<file path="config.mk">
export PLATFORM = sky130hd
export DESIGN_NAME = pipe_stage_regs
export DESIGN_NICKNAME = d
export VERILOG_FILES = /design/src/rtl/pipe_stage_regs.sv
export SDC_FILE = /design/constraint.sdc
export NUM_CORES = 1
export LEC_CHECK = 0
export ABC_CLOCK_PERIOD_IN_PS = 17400
export BUFFER_PORTS_ARGS = -buffer_cell sky130_fd_sc_hd__buf_2
export CAP_MARGIN = 5
export CORE_AREA = 3 3 248 250
export DETAILED_ROUTE_END_ITERATION = 12
export DIE_AREA = 0 0 251 253
export GPL_ROUTABILITY_DRIVEN = 0
export GPL_TIMING_DRIVEN = 1
export PLACE_DENSITY_LB_ADDON = 0.12
export SLEW_MARGIN = 25
export SYNTH_ARGS = -nofsm -noshare
export SYNTH_HDL_FRONTEND = slang
export SYNTH_SLANG_ARGS = --single-unit
</file>
<file path="constraint.sdc">
create_clock -name clk -period 17.4 [get_ports clk]
set_input_delay 3.48 -clock clk [delete_from_list [all_inputs] [get_ports clk]]
set_output_delay 3.48 -clock clk [all_outputs]
set_load 0.01 [all_outputs]
</file>
<file path="src/rtl/pipe_stage_regs.sv">
// pipe_stage_regs: IF/ID, ID/EX and EX/WB boundary registers; optional PIPE_FLUSH_EN adds a flush input
module pipe_stage_regs #(
  parameter int DW = 32,
  parameter int RW = 6,
  parameter int CW = 13
) (
  input  logic          clk,
  input  logic          rst,
`ifdef PIPE_FLUSH_EN
  input  logic          flush,
`endif
  input  logic [DW-1:0] if_pc,
  input  logic [DW-1:0] if_inst,
  output logic [DW-1:0] id_pc,
  output logic [DW-1:0] id_inst,
  input  logic [CW-1:0] id_ctrl,
  input  logic [DW-1:0] id_imm,
  input  logic [DW-1:0] id_rs_data,
  input  logic [DW-1:0] id_rt_data,
  input  logic [RW-1:0] id_rd,
  input  logic [DW-1:0] id_pc_in,
  output logic [CW-1:0] ex_ctrl,
  output logic [DW-1:0] ex_imm,
  output logic [DW-1:0] ex_rs_data,
  output logic [DW-1:0] ex_rt_data,
  output logic [RW-1:0] ex_rd,
  output logic [DW-1:0] ex_pc,
  input  logic          ex_mem_to_reg,
  input  logic          ex_reg_wrt,
  input  logic          ex_svpc,
  input  logic [DW-1:0] ex_dm_data,
  input  logic [DW-1:0] ex_alu,
  input  logic [DW-1:0] ex_sum,
  input  logic [RW-1:0] ex_rd_in,
  output logic          wb_mem_to_reg,
  output logic          wb_reg_wrt,
  output logic          wb_svpc,
  output logic [DW-1:0] wb_dm_data,
  output logic [DW-1:0] wb_alu,
  output logic [DW-1:0] wb_sum,
  output logic [RW-1:0] wb_rd
);
  logic kill;
`ifdef PIPE_FLUSH_EN
  assign kill = flush;
`else
  assign kill = 1'b0;
`endif
  // IF/ID: capture fetched pc/inst; a flush turns it into a bubble
  always_ff @(posedge clk or posedge rst)
    if (rst) begin
      id_pc   <= '0;
      id_inst <= '0;
    end else begin
      id_pc   <= kill ? '0 : if_pc;
      id_inst <= kill ? '0 : if_inst;
    end
  // ID/EX: capture decoded fields; a flush only clears the control bundle
  always_ff @(posedge clk or posedge rst)
    if (rst) begin
      ex_ctrl    <= '0;
      ex_imm     <= '0;
      ex_rs_data <= '0;
      ex_rt_data <= '0;
      ex_rd      <= '0;
      ex_pc      <= '0;
    end else begin
      ex_ctrl    <= kill ? '0 : id_ctrl;
      ex_imm     <= id_imm;
      ex_rs_data <= id_rs_data;
      ex_rt_data <= id_rt_data;
      ex_rd      <= id_rd;
      ex_pc      <= id_pc_in;
    end
  // EX/WB: capture results and writeback controls every edge
  always_ff @(posedge clk or posedge rst)
    if (rst) begin
      wb_mem_to_reg <= 1'b0;
      wb_reg_wrt    <= 1'b0;
      wb_svpc       <= 1'b0;
      wb_dm_data    <= '0;
      wb_alu        <= '0;
      wb_sum        <= '0;
      wb_rd         <= '0;
    end else begin
      wb_mem_to_reg <= ex_mem_to_reg;
      wb_reg_wrt    <= ex_reg_wrt;
      wb_svpc       <= ex_svpc;
      wb_dm_data    <= ex_dm_data;
      wb_alu        <= ex_alu;
      wb_sum        <= ex_sum;
      wb_rd         <= ex_rd_in;
    end
endmodule

</file>
After elaboration in Yosys (flattened, before gate mapping)
Cells that the tools add are included.
{"block": "word_totals", "ff_bits": 316, "latch_bits": 0, "ram_bits": 0, "rom_bits": 0, "input_bits": 318, "output_inout_bits": 316, "wordCells": 15, "mem_count": 0}
{"block": "op_classes", "n_addsub": 0, "n_mul": 0, "n_div": 0, "magnitude_cmp": 0, "n_eq_ne": 0, "shifts": 0, "n_mux": 0, "bitwise": 0, "reduce_logical": 0}

Depth between registers and ports, before layout
Gate-level depths: netlist (run 1).
{"block": "logic_depth", "word_depth": 0, "mapped_depth": 1, "depth_no_buf": 1}

Worst setup path before layout (run 1)
Ideal clock, no wire load.
{"block": "synth_path", "path_kind": "register to output", "from": "register ex_ctrl[0]", "to": "output ex_ctrl[0]", "arrival_ns": 0.376, "required_ns": 13.920, "setup_slack_ns": 13.544, "path_stages_with_launch": 1, "path_buffers": 0, "cell_sequence": "dfrtp_1"}
{"item": "from (decl)", "line_no": "22", "text": "output logic [CW-1:0] ex_ctrl,"}
{"item": "from (signal assigned)", "line_no": "68", "text": "ex_ctrl <= kill ? '0 : id_ctrl;"}
No word-level cell between the ends.

Final worst setup path (run 1)
{"block": "layout_path", "from": "register wb_alu[27]", "to": "output wb_alu[27]"}
{"item": "from (decl)", "line_no": "39", "text": "output logic [DW-1:0] wb_alu,"}
{"item": "from (signal assigned)", "line_no": "90", "text": "wb_alu <= ex_alu;"}
No word-level cell between the ends.

==> flow_summary_export.csv, run 1 <==
group,metric,value,unit
outcome,outcome,"finished clean",
power_and_ir_drop,powerDensity,124,nW/um2
setup_path,slowest_delay,0.37,ns
setup_path,cp.arrival,1.07,ns
yosys,avgSynthCellArea,25.0,um2
setup_path,worstSetupPathType,"flop to primary output",
die,rows,89,
timing,setup_viol,0,
final_layout,postLayoutCellArea,13300,um2
yosys,ys_types,2,
drt,via_per_inst,3.00,
drt,firstDrtPassIters,4,
global_routing,antenna_found_initial,9,
power_and_ir_drop,p_int,1.26,mW
final_layout,area_delta_synth_final,67.7,%
yosys,synthAdderAreaFrac,0,%
clock_tree,ctsResizeCount,0,
setup_path,crit_cells,1,
drt,routed-via-count,5387,
global_routing,grtUsageTotal,9.68,%
timing,max_slew_margin,38.4,%
yosys,synth_xor_xnor_area_share,0,%
run,drv_cap,0,
global_routing,grt_pass1_vias,6268,
yosys,ys_warn_count,0,
drt,drc_errors,0,
global_routing,grt_overflow,0,
drt,drt_iter0_drc,153,
clock_tree,cts_hold_buf,0,
die,core_area,59200,um2
clock_tree,clockBufferDepth,3,
die,fp.dieW,251,um
timing,hold_viol,0,
clock_tree,cts-htree-levels,2,
final_layout,nets,1311,
power_and_ir_drop,p_total,1.65,mW
power_and_ir_drop,p_comb_share,7.0,%
setup_path,crit_family,"flip-flops",
setup_path,cp_max_fo,1,
timing,setup_slack,12.85,ns
place,dp_slack,12.24,ns
global_routing,grt_pass1_wl,43700,um
setup_path,start_kind,"flop",
final_layout,utilization,22.4,%
yosys,synth-simple-area-share,0,%
clock_tree,path_clk_slew,0.06,ns
timing,worst_slew_pin_slew,0.924,ns
power_and_ir_drop,seqPwrFrac,47.4,%
power_and_ir_drop,switching_share,23.3,%
final_layout,multi_input_comb_cells,0,
die,die_h,253,um
timing,min_period,4.55,ns
timing,finalCritPeriodShare,26.2,%
yosys,synthMuxAreaShare,0,%
yosys,synth_compound_area_share,0,%
power_and_ir_drop,p_leak,6.79,nW
hold_path,min_path_type,"primary input to flop",
yosys,synth_top_family_by_area,"buffers and inverters",
power_and_ir_drop,vdd_drop_max,0.0000638,V
yosys,ys_ff_latch,316,
place,dp_hpwl,25200,um
timing,finalSetupTns,0,ns
clock_tree,root_buffer,"clkbuf_16",
setup_path,worstSetupStartpoint,"wb_alu[27]",
timing,slew_violations,0,
setup_path,critPathRequiredTime,13.92,ns
final_layout,seq_area,7910,um2
final_layout,n_fill_cell,6369,
final_layout,drive_gt1_share,68.0,%
yosys,synthesis.area,7910,um2
yosys,syn-num-nets,635,
clock_tree,postCtsSetupBuffers,0,
die,io_pins,634,
setup_path,crit_end,"wb_alu[27]",
final_layout,multi_input_area,0,um2
die,dieArea,63500,um2
power_and_ir_drop,p_sw,0.384,mW
clock_tree,cts.sink_count,316,
drt,wirelength,31800,um
clock_tree,cts_tree,"yes",
setup_path,worst-path-buf-inv,1,
timing,rsz0062_at_grt,"no",
yosys,ys_seq_area_share,100,%
place,place_area,12100,um2
setup_path,critPathSlowestCell,"dfrtp_1",
timing,max_freq,0.220,GHz
setup_path,end_kind,"primary output",
clock_tree,cts_inserted_buffers,39,
power_and_ir_drop,clkPwrFrac,45.5,%
die,start_util,13.4,%
setup_path,crit_chain,"buf_2",
place,numPortBuffers,633,
drt,ant_nets,0,
global_routing,grt_max_degree,155,
yosys,syn_inst,317,
drt,wl_per_cell,17.7,um
## final cells by class
class | count | area share [%]
sequential | 316 | 59.6
timing repair buffer | 635 | 24.1
clock buffer | 55 | 8.26
tap | 773 | 7.29
clock inverter | 13 | 0.660
inverter | 1 | 0.0849
antenna | 1 | 0.0189
## routing by layer
layer | track usage, % | wire length (um) | part of all wire (%) | vias up
met4 | 3.90 | 989 | 3.1 | 12
met5 | 0 | 80 | 0.25 | -
li1 | - | - | - | 2347
met3 | 6.00 | 4310 | 14 | 77
met1 | 8.15 | 9130 | 29 | 2599
met2 | 18.1 | 17300 | 54 | 352
## worst min-delay path by stage
stage	startpoint	end	slack, ns	cells after the start
detailed placement	ex_alu[28]	wb_alu[28]	3.59	1
global placement	id_rd[5]	ex_rd[5]	3.59	1
floorplan	id_ctrl[0]	ex_ctrl[0]	3.51	0
finish	ex_alu[15]	wb_alu[15]	3.03	1
CTS	id_imm[26]	ex_imm[26]	2.98	1
global route	ex_alu[15]	wb_alu[15]	2.99	1
## synth_stat cells
library cell,number,area [um2]
inv_1,1,3.75
dfrtp_1,316,7910
## metrics by stage
step / hold slack [ns] / std cells
3_3_place_gp: 3.59 / 1725
5_1_grt: 2.99 / 1793
6_report: 3.03 / 1794
2_1_floorplan: 3.51 / 317
4_1_cts: 2.98 / 1793
3_5_place_dp: 3.59 / 1725
## placed cells by master, fill, tap and decap left out, drive strengths merged
cell | Yosys | final
diode | 0 | 1
inv | 1 | 3
clkbuf | 0 | 55
clkinv | 0 | 11
buf | 0 | 635
dfrtp | 316 | 316
## kinds of logic after synthesis
group and count (synthesis):
buf+inv 1, flops 316
## power by group through the flow
stage | combinational, mW | clock [mW] | sequential (mW)
global route | 0.128 | 0.821 | 0.784
floorplan | 0.0106 | 0 | 0.817
finish | 0.116 | 0.750 | 0.781
detailed placement | 0.121 | 0 | 0.794
CTS | 0.121 | 0.789 | 0.781
global placement | 0.123 | 0 | 0.794
(Power assumes the default switching activity.)
==> run 2: changes to the inputs <==
--- a/config.mk
+++ b/config.mk
@@ -5,12 +5,12 @@
 export SDC_FILE = /design/constraint.sdc
 export NUM_CORES = 1
 export LEC_CHECK = 0
-export ABC_CLOCK_PERIOD_IN_PS = 17400
+export ABC_CLOCK_PERIOD_IN_PS = 4500
 export BUFFER_PORTS_ARGS = -buffer_cell sky130_fd_sc_hd__buf_2
 export CAP_MARGIN = 5
-export CORE_AREA = 3 3 248 250
+export CORE_AREA = 3 3 243 245
 export DETAILED_ROUTE_END_ITERATION = 12
-export DIE_AREA = 0 0 251 253
+export DIE_AREA = 0 0 246 248
 export GPL_ROUTABILITY_DRIVEN = 0
 export GPL_TIMING_DRIVEN = 1
 export PLACE_DENSITY_LB_ADDON = 0.12
==> constraint.sdc (replaced) <==
create_clock -name clk -period 4.5 [get_ports clk]
set_input_delay 0.9 -clock clk [delete_from_list [all_inputs] [get_ports clk]]
set_output_delay 0.9 -clock clk [all_outputs]
set_load 0.01 [all_outputs]
==> run 2 against run 1 <==
Combinational power rose to 3.9 times the previous value; largest cell class unchanged; first-iteration DRC count fell by 37%; via count fell by 2.2%.
==> flow_summary_export.csv, run 2 (synthesis results as in run 1) <==
group,metric,value,unit
die,start_util,13.8,%
final_layout,postLayoutCellArea,13400,um2
setup_path,critPathRequiredTime,3.60,ns
clock_tree,cts-htree-levels,2,
setup_path,worstSetupPathType,"flop to primary output",
clock_tree,ctsResizeCount,0,
place,dp_hpwl,22600,um
global_routing,grt_pass1_wl,38300,um
power_and_ir_drop,p_leak,6.86,nW
timing,whs,0.467,ns
clock_tree,path_clk_slew,0.06,ns
die,die_h,248,um
clock_tree,cts_inserted_buffers,38,
power_and_ir_drop,switching_share,22.0,%
clock_tree,postCtsSetupBuffers,0,
timing,rsz0062_at_grt,"no",
die,fp.dieW,246,um
setup_path,cp_max_fo,1,
drt,drc_errors,0,
clock_tree,cts.sink_count,316,
timing,finalSetupTns,0,ns
global_routing,grtUsageTotal,8.70,%
timing,finalCritPeriodShare,43.7,%
setup_path,end_kind,"primary output",
timing,setup_slack,2.53,ns
final_layout,drive_gt1_share,68.4,%
setup_path,worst-path-buf-inv,1,
hold_path,min_path_type,"primary input to flop",
die,dieArea,61000,um2
drt,wl_per_cell,16.0,um
place,numPortBuffers,633,
setup_path,critPathSlowestCell,"dfrtp_1",
clock_tree,root_buffer,"clkbuf_16",
global_routing,grt_overflow,0,
global_routing,grt_max_degree,85,
global_routing,antenna_found_initial,10,
timing,hold_viol,0,
final_layout,nets,1317,
die,core_area,57400,um2
power_and_ir_drop,p_int,5.12,mW
setup_path,crit_chain,"buf_2",
drt,drt_iter0_drc,96,
power_and_ir_drop,clkPwrFrac,47.2,%
drt,ant_nets,0,
setup_path,crit_family,"flip-flops",
drt,via_per_inst,2.94,
place,place_area,12100,um2
clock_tree,cts_tree,"yes",
die,io_pins,634,
final_layout,final_cell_mix,"633 x buf_2, 316 x dfrtp_1, 39 x clkbuf_16",
power_and_ir_drop,vdd_drop_max,0.000265,V
timing,setup_viol,0,
run,drv_cap,0,
power_and_ir_drop,p_sw,1.45,mW
setup_path,slowest_delay,0.39,ns
final_layout,seq_area,7910,um2
final_layout,multi_input_comb_cells,0,
final_layout,n_fill_cell,6158,
die,rows,88,
timing,min_period,1.97,ns
place,dp_slack,2.24,ns
final_layout,final_common_cell,"buf_2",
setup_path,cp.arrival,1.07,ns
timing,worst_slew_pin_slew,0.720,ns
timing,max_freq,0.509,GHz
power_and_ir_drop,seqPwrFrac,45.9,%
drt,firstDrtPassIters,3,
power_and_ir_drop,powerDensity,489,nW/um2
clock_tree,clockBufferDepth,3,
timing,slew_violations,0,
final_layout,utilization,23.4,%
timing,max_slew_margin,51.9,%
clock_tree,cts_hold_buf,0,
outcome,outcome,"finished clean",
power_and_ir_drop,p_comb_share,6.9,%
global_routing,grt_pass1_vias,5660,
final_layout,area_delta_synth_final,69.7,%
drt,wirelength,28600,um
final_layout,multi_input_area,0,um2
setup_path,start_kind,"flop",
drt,routed-via-count,5271,
## run 2: cell type report
class	instances	share of cell area, %
Inverter	1	0.0559
Clock buffer	58	8.62
Antenna cell	1	0.0186
Sequential cell	316	58.9
Clock inverter	8	0.885
Timing Repair Buffer	642	24.4
Tap cell	765	7.13
## run 2: through the flow
| stage | instances | power [mW] |
|---|---|---|
| global route | 1790 | 6.89 |
| floorplan | 317 | 3.20 |
| global placement | 1724 | 3.54 |
| detailed placement | 1724 | 3.54 |
| CTS | 1790 | 6.72 |
| finish | 1791 | 6.57 |
## run 2: path summary, 6_finish.rpt
path                       slack (ns)             end           start  cells past startpoint
max in group asynchronous        2.91     id_inst[16]             rst                      3
max                              2.53  ex_rs_data[18]  ex_rs_data[18]                      1
min in group asynchronous        0.48      ex_ctrl[7]             rst                      2
min                              0.47  wb_dm_data[21]  ex_dm_data[21]                      1
## run 2: layer usage
layer	track usage, %	part of all wire [%]
met5	0	0.36
met4	3.70	3.0
met2	15.9	55
met1	7.87	30
met3	4.90	13
## run 2: power groups by stage
stage | clock (mW) | sequential (mW) | combinational [mW]
floorplan | 0 | 3.16 | 0.0414
global placement | 0 | 3.07 | 0.474
detailed placement | 0 | 3.07 | 0.471
CTS | 3.23 | 3.02 | 0.471
global route | 3.36 | 3.03 | 0.498
finish | 3.10 | 3.02 | 0.451
==> run 3: changes to the inputs <==
--- a/config.mk
+++ b/config.mk
@@ -5,12 +5,12 @@
 export SDC_FILE = /design/constraint.sdc
 export NUM_CORES = 1
 export LEC_CHECK = 0
-export ABC_CLOCK_PERIOD_IN_PS = 4500
+export ABC_CLOCK_PERIOD_IN_PS = 1800
 export BUFFER_PORTS_ARGS = -buffer_cell sky130_fd_sc_hd__buf_2
 export CAP_MARGIN = 5
-export CORE_AREA = 3 3 243 245
+export CORE_AREA = 3 3 246 248
 export DETAILED_ROUTE_END_ITERATION = 12
-export DIE_AREA = 0 0 246 248
+export DIE_AREA = 0 0 249 251
 export GPL_ROUTABILITY_DRIVEN = 0
 export GPL_TIMING_DRIVEN = 1
 export PLACE_DENSITY_LB_ADDON = 0.12
==> constraint.sdc (replaced) <==
create_clock -name clk -period 1.8 [get_ports clk]
set_input_delay 0.36 -clock clk [delete_from_list [all_inputs] [get_ports clk]]
set_output_delay 0.36 -clock clk [all_outputs]
set_load 0.01 [all_outputs]
==> run 3 against run 2 <==
Cell area rose by 23%; die area rose by 2.4%; clock-buffer cell count did not move; setup slack got worse by 2.2 ns; sequential power rose to 2.5 times the previous value; clock power rose by 130%; sequential share of layout area fell by 11 points; first-iteration DRC count rose by 29%; flip-flop and latch count did not move; wire length rose by 10%; combinational power rose to 3.8 times the previous value; critical endpoint is now ex_imm[0].
==> flow_summary_export.csv, run 3 (synthesis results as in run 1) <==
group,metric,value,unit
outcome,outcome,"finished clean",
place,dp_hpwl,24200,um
drt,wirelength,31600,um
clock_tree,path_clk_slew,0.06,ns
setup_path,worst-path-buf-inv,1,
setup_path,cp.arrival,1.09,ns
place,numPortBuffers,633,
setup_path,slowest_delay,0.40,ns
timing,finalCritPeriodShare,80.7,%
drt,ant_nets,0,
timing,rsz0062_at_grt,"no",
setup_path,crit_chain,"buf_2",
clock_tree,cts_tree,"yes",
timing,max_freq,0.688,GHz
global_routing,grt_util_met2,17.5,%
final_layout,n_fill_cell,6084,
timing,setup_viol,0,
final_layout,multi_input_comb_cells,0,
timing,finalSetupTns,0,ns
final_layout,multi_input_area,0,um2
hold_path,min_path_type,"primary input to asynchronous set/reset pin",
final_layout,drive_gt1_share,52.1,%
die,core_area,58700,um2
final_layout,area_delta_synth_final,109,%
global_routing,use_met3,4.95,%
die,die_h,251,um
clock_tree,root_buffer,"clkbuf_16",
power_and_ir_drop,p_int,12.8,mW
die,rows,89,
global_routing,grt_pass1_vias,7768,
final_layout,seq_area,7910,um2
power_and_ir_drop,p_leak,8.16,nW
setup_path,critPathRequiredTime,1.44,ns
drt,drt_iter0_drc,124,
global_routing,grtUsageTotal,10.0,%
timing,worst_slew_pin_slew,0.452,ns
final_layout,final_cell_mix,"633 x buf_2, 317 x dlygate4sd3_1, 316 x dfrtp_1",
power_and_ir_drop,seqPwrFrac,45.6,%
clock_tree,cts-htree-levels,2,
setup_path,cp_max_fo,1,
timing,min_period,1.45,ns
setup_path,worstSetupStartpoint,"ex_imm[0]",
setup_path,start_kind,"flop",
power_and_ir_drop,p_comb_share,10.4,%
die,io_pins,634,
global_routing,antenna_found_initial,4,
power_and_ir_drop,powerDensity,998,nW/um2
global_routing,use_met1,10.5,%
timing,max_slew_margin,69.9,%
drt,via_per_inst,3.11,
setup_path,worstSetupPathType,"flop to primary output",
power_and_ir_drop,p_total,16.5,mW
global_routing,grt_overflow,0,
die,start_util,13.5,%
power_and_ir_drop,vdd_drop_max,0.000706,V
global_routing,top_usage_layer,"met2",
setup_path,crit_cells,1,
drt,firstDrtPassIters,4,
setup_path,crit_family,"flip-flops",
timing,hold_viol,0,
power_and_ir_drop,p_sw,3.72,mW
drt,wl_per_cell,14.9,um
final_layout,final_common_cell,"buf_2",
setup_path,critPathSlowestCell,"dfrtp_1",
die,dieArea,62500,um2
clock_tree,cts_inserted_buffers,37,
power_and_ir_drop,switching_share,22.5,%
setup_path,end_kind,"primary output",
final_layout,nets,1639,
setup_path,crit_end,"ex_imm[0]",
die,fp.dieW,249,um
drt,drc_errors,0,
power_and_ir_drop,clkPwrFrac,44.0,%
drt,routed-via-count,6587,
timing,slew_violations,0,
clock_tree,clockBufferDepth,3,
clock_tree,cts.sink_count,316,
run,drv_cap,0,
final_layout,utilization,28.2,%
global_routing,grt_max_degree,60,
global_routing,grt_pass1_wl,47400,um
run 3: cell types whose count changed in the layout (fill, tap and decap cells not counted), moves of 2 or more:
cell           previous run  this run
bufinv_16                 3         1
clkbuf_8                 11         7
buf_4                     6        11
clkbuf_1                  8        12
dlygate4sd3_1             0       317
run 3: per-layer routing:
| layer | vias up | share of wire [%] |
|---|---|---|
| met1 | 3137 | 35 |
| met5 | - | 0 |
| met4 | 0 | 2.5 |
| met3 | 53 | 11 |
| met2 | 394 | 51 |
| li1 | 3003 | - |
run 3: worst min-delay path by stage:
stage | from | endpoint | slack, ns | depth (start not counted)
floorplan | id_ctrl[0] | ex_ctrl[0] | 0.39 | 0
global placement | rst | id_pc[16] | 0.45 | 3
detailed placement | rst | ex_imm[31] | 0.45 | 3
CTS | rst | wb_dm_data[31] | 0.40 | 4
global route | rst | ex_pc[17] | 0.42 | 4
finish | rst | ex_imm[31] | 0.45 | 4
run 3: power groups by stage:
stage / combinational, mW / clock [mW] / sequential [mW]
6_report: 1.72 / 7.27 / 7.55
5_1_grt: 1.89 / 7.98 / 7.58
4_1_cts: 1.78 / 7.66 / 7.55
3_5_place_dp: 1.21 / 0 / 7.67
3_3_place_gp: 1.22 / 0 / 7.67
2_1_floorplan: 0.104 / 0 / 7.89
run 3: worst min-delay path, stage by stage:
cell and delay (ns):
dlygate4sd3_1 0.54, buf_2 0.14, clkinvlp_4 0.11, buf_12 0.17
run 3: timing repair:
| item | 4_1_cts | 5_1_grt |
|---|---|---|
| hold endpoints to repair | 369 | 0 |
| buffers inserted | 0 | 0 |
| resized for setup | 0 | 0 |
| hold buffers | 317 | 0 |
run 3: through the flow:
step,hold slack (ns),setup WS (ns),cell area (um2),std cells
after floorplan,0.391,-2.77,7920,317
after global placement,0.448,0.628,12200,1738
after detailed placement,0.448,0.630,12200,1738
after CTS,0.401,0.283,16600,2119
after global routing,0.420,0.279,16600,2121
final,0.450,0.347,16600,2121
run 3: cell type report:
| class | count | area share [%] |
|---|---|---|
| diodes | 2 | 0.0302 |
| clock buffers | 58 | 6.74 |
| clock inverters | 6 | 0.370 |
| inverters | 1 | 0.0453 |
| flip-flops and latches | 316 | 47.7 |
| well taps | 773 | 5.84 |
| repair buffers | 965 | 39.3 |
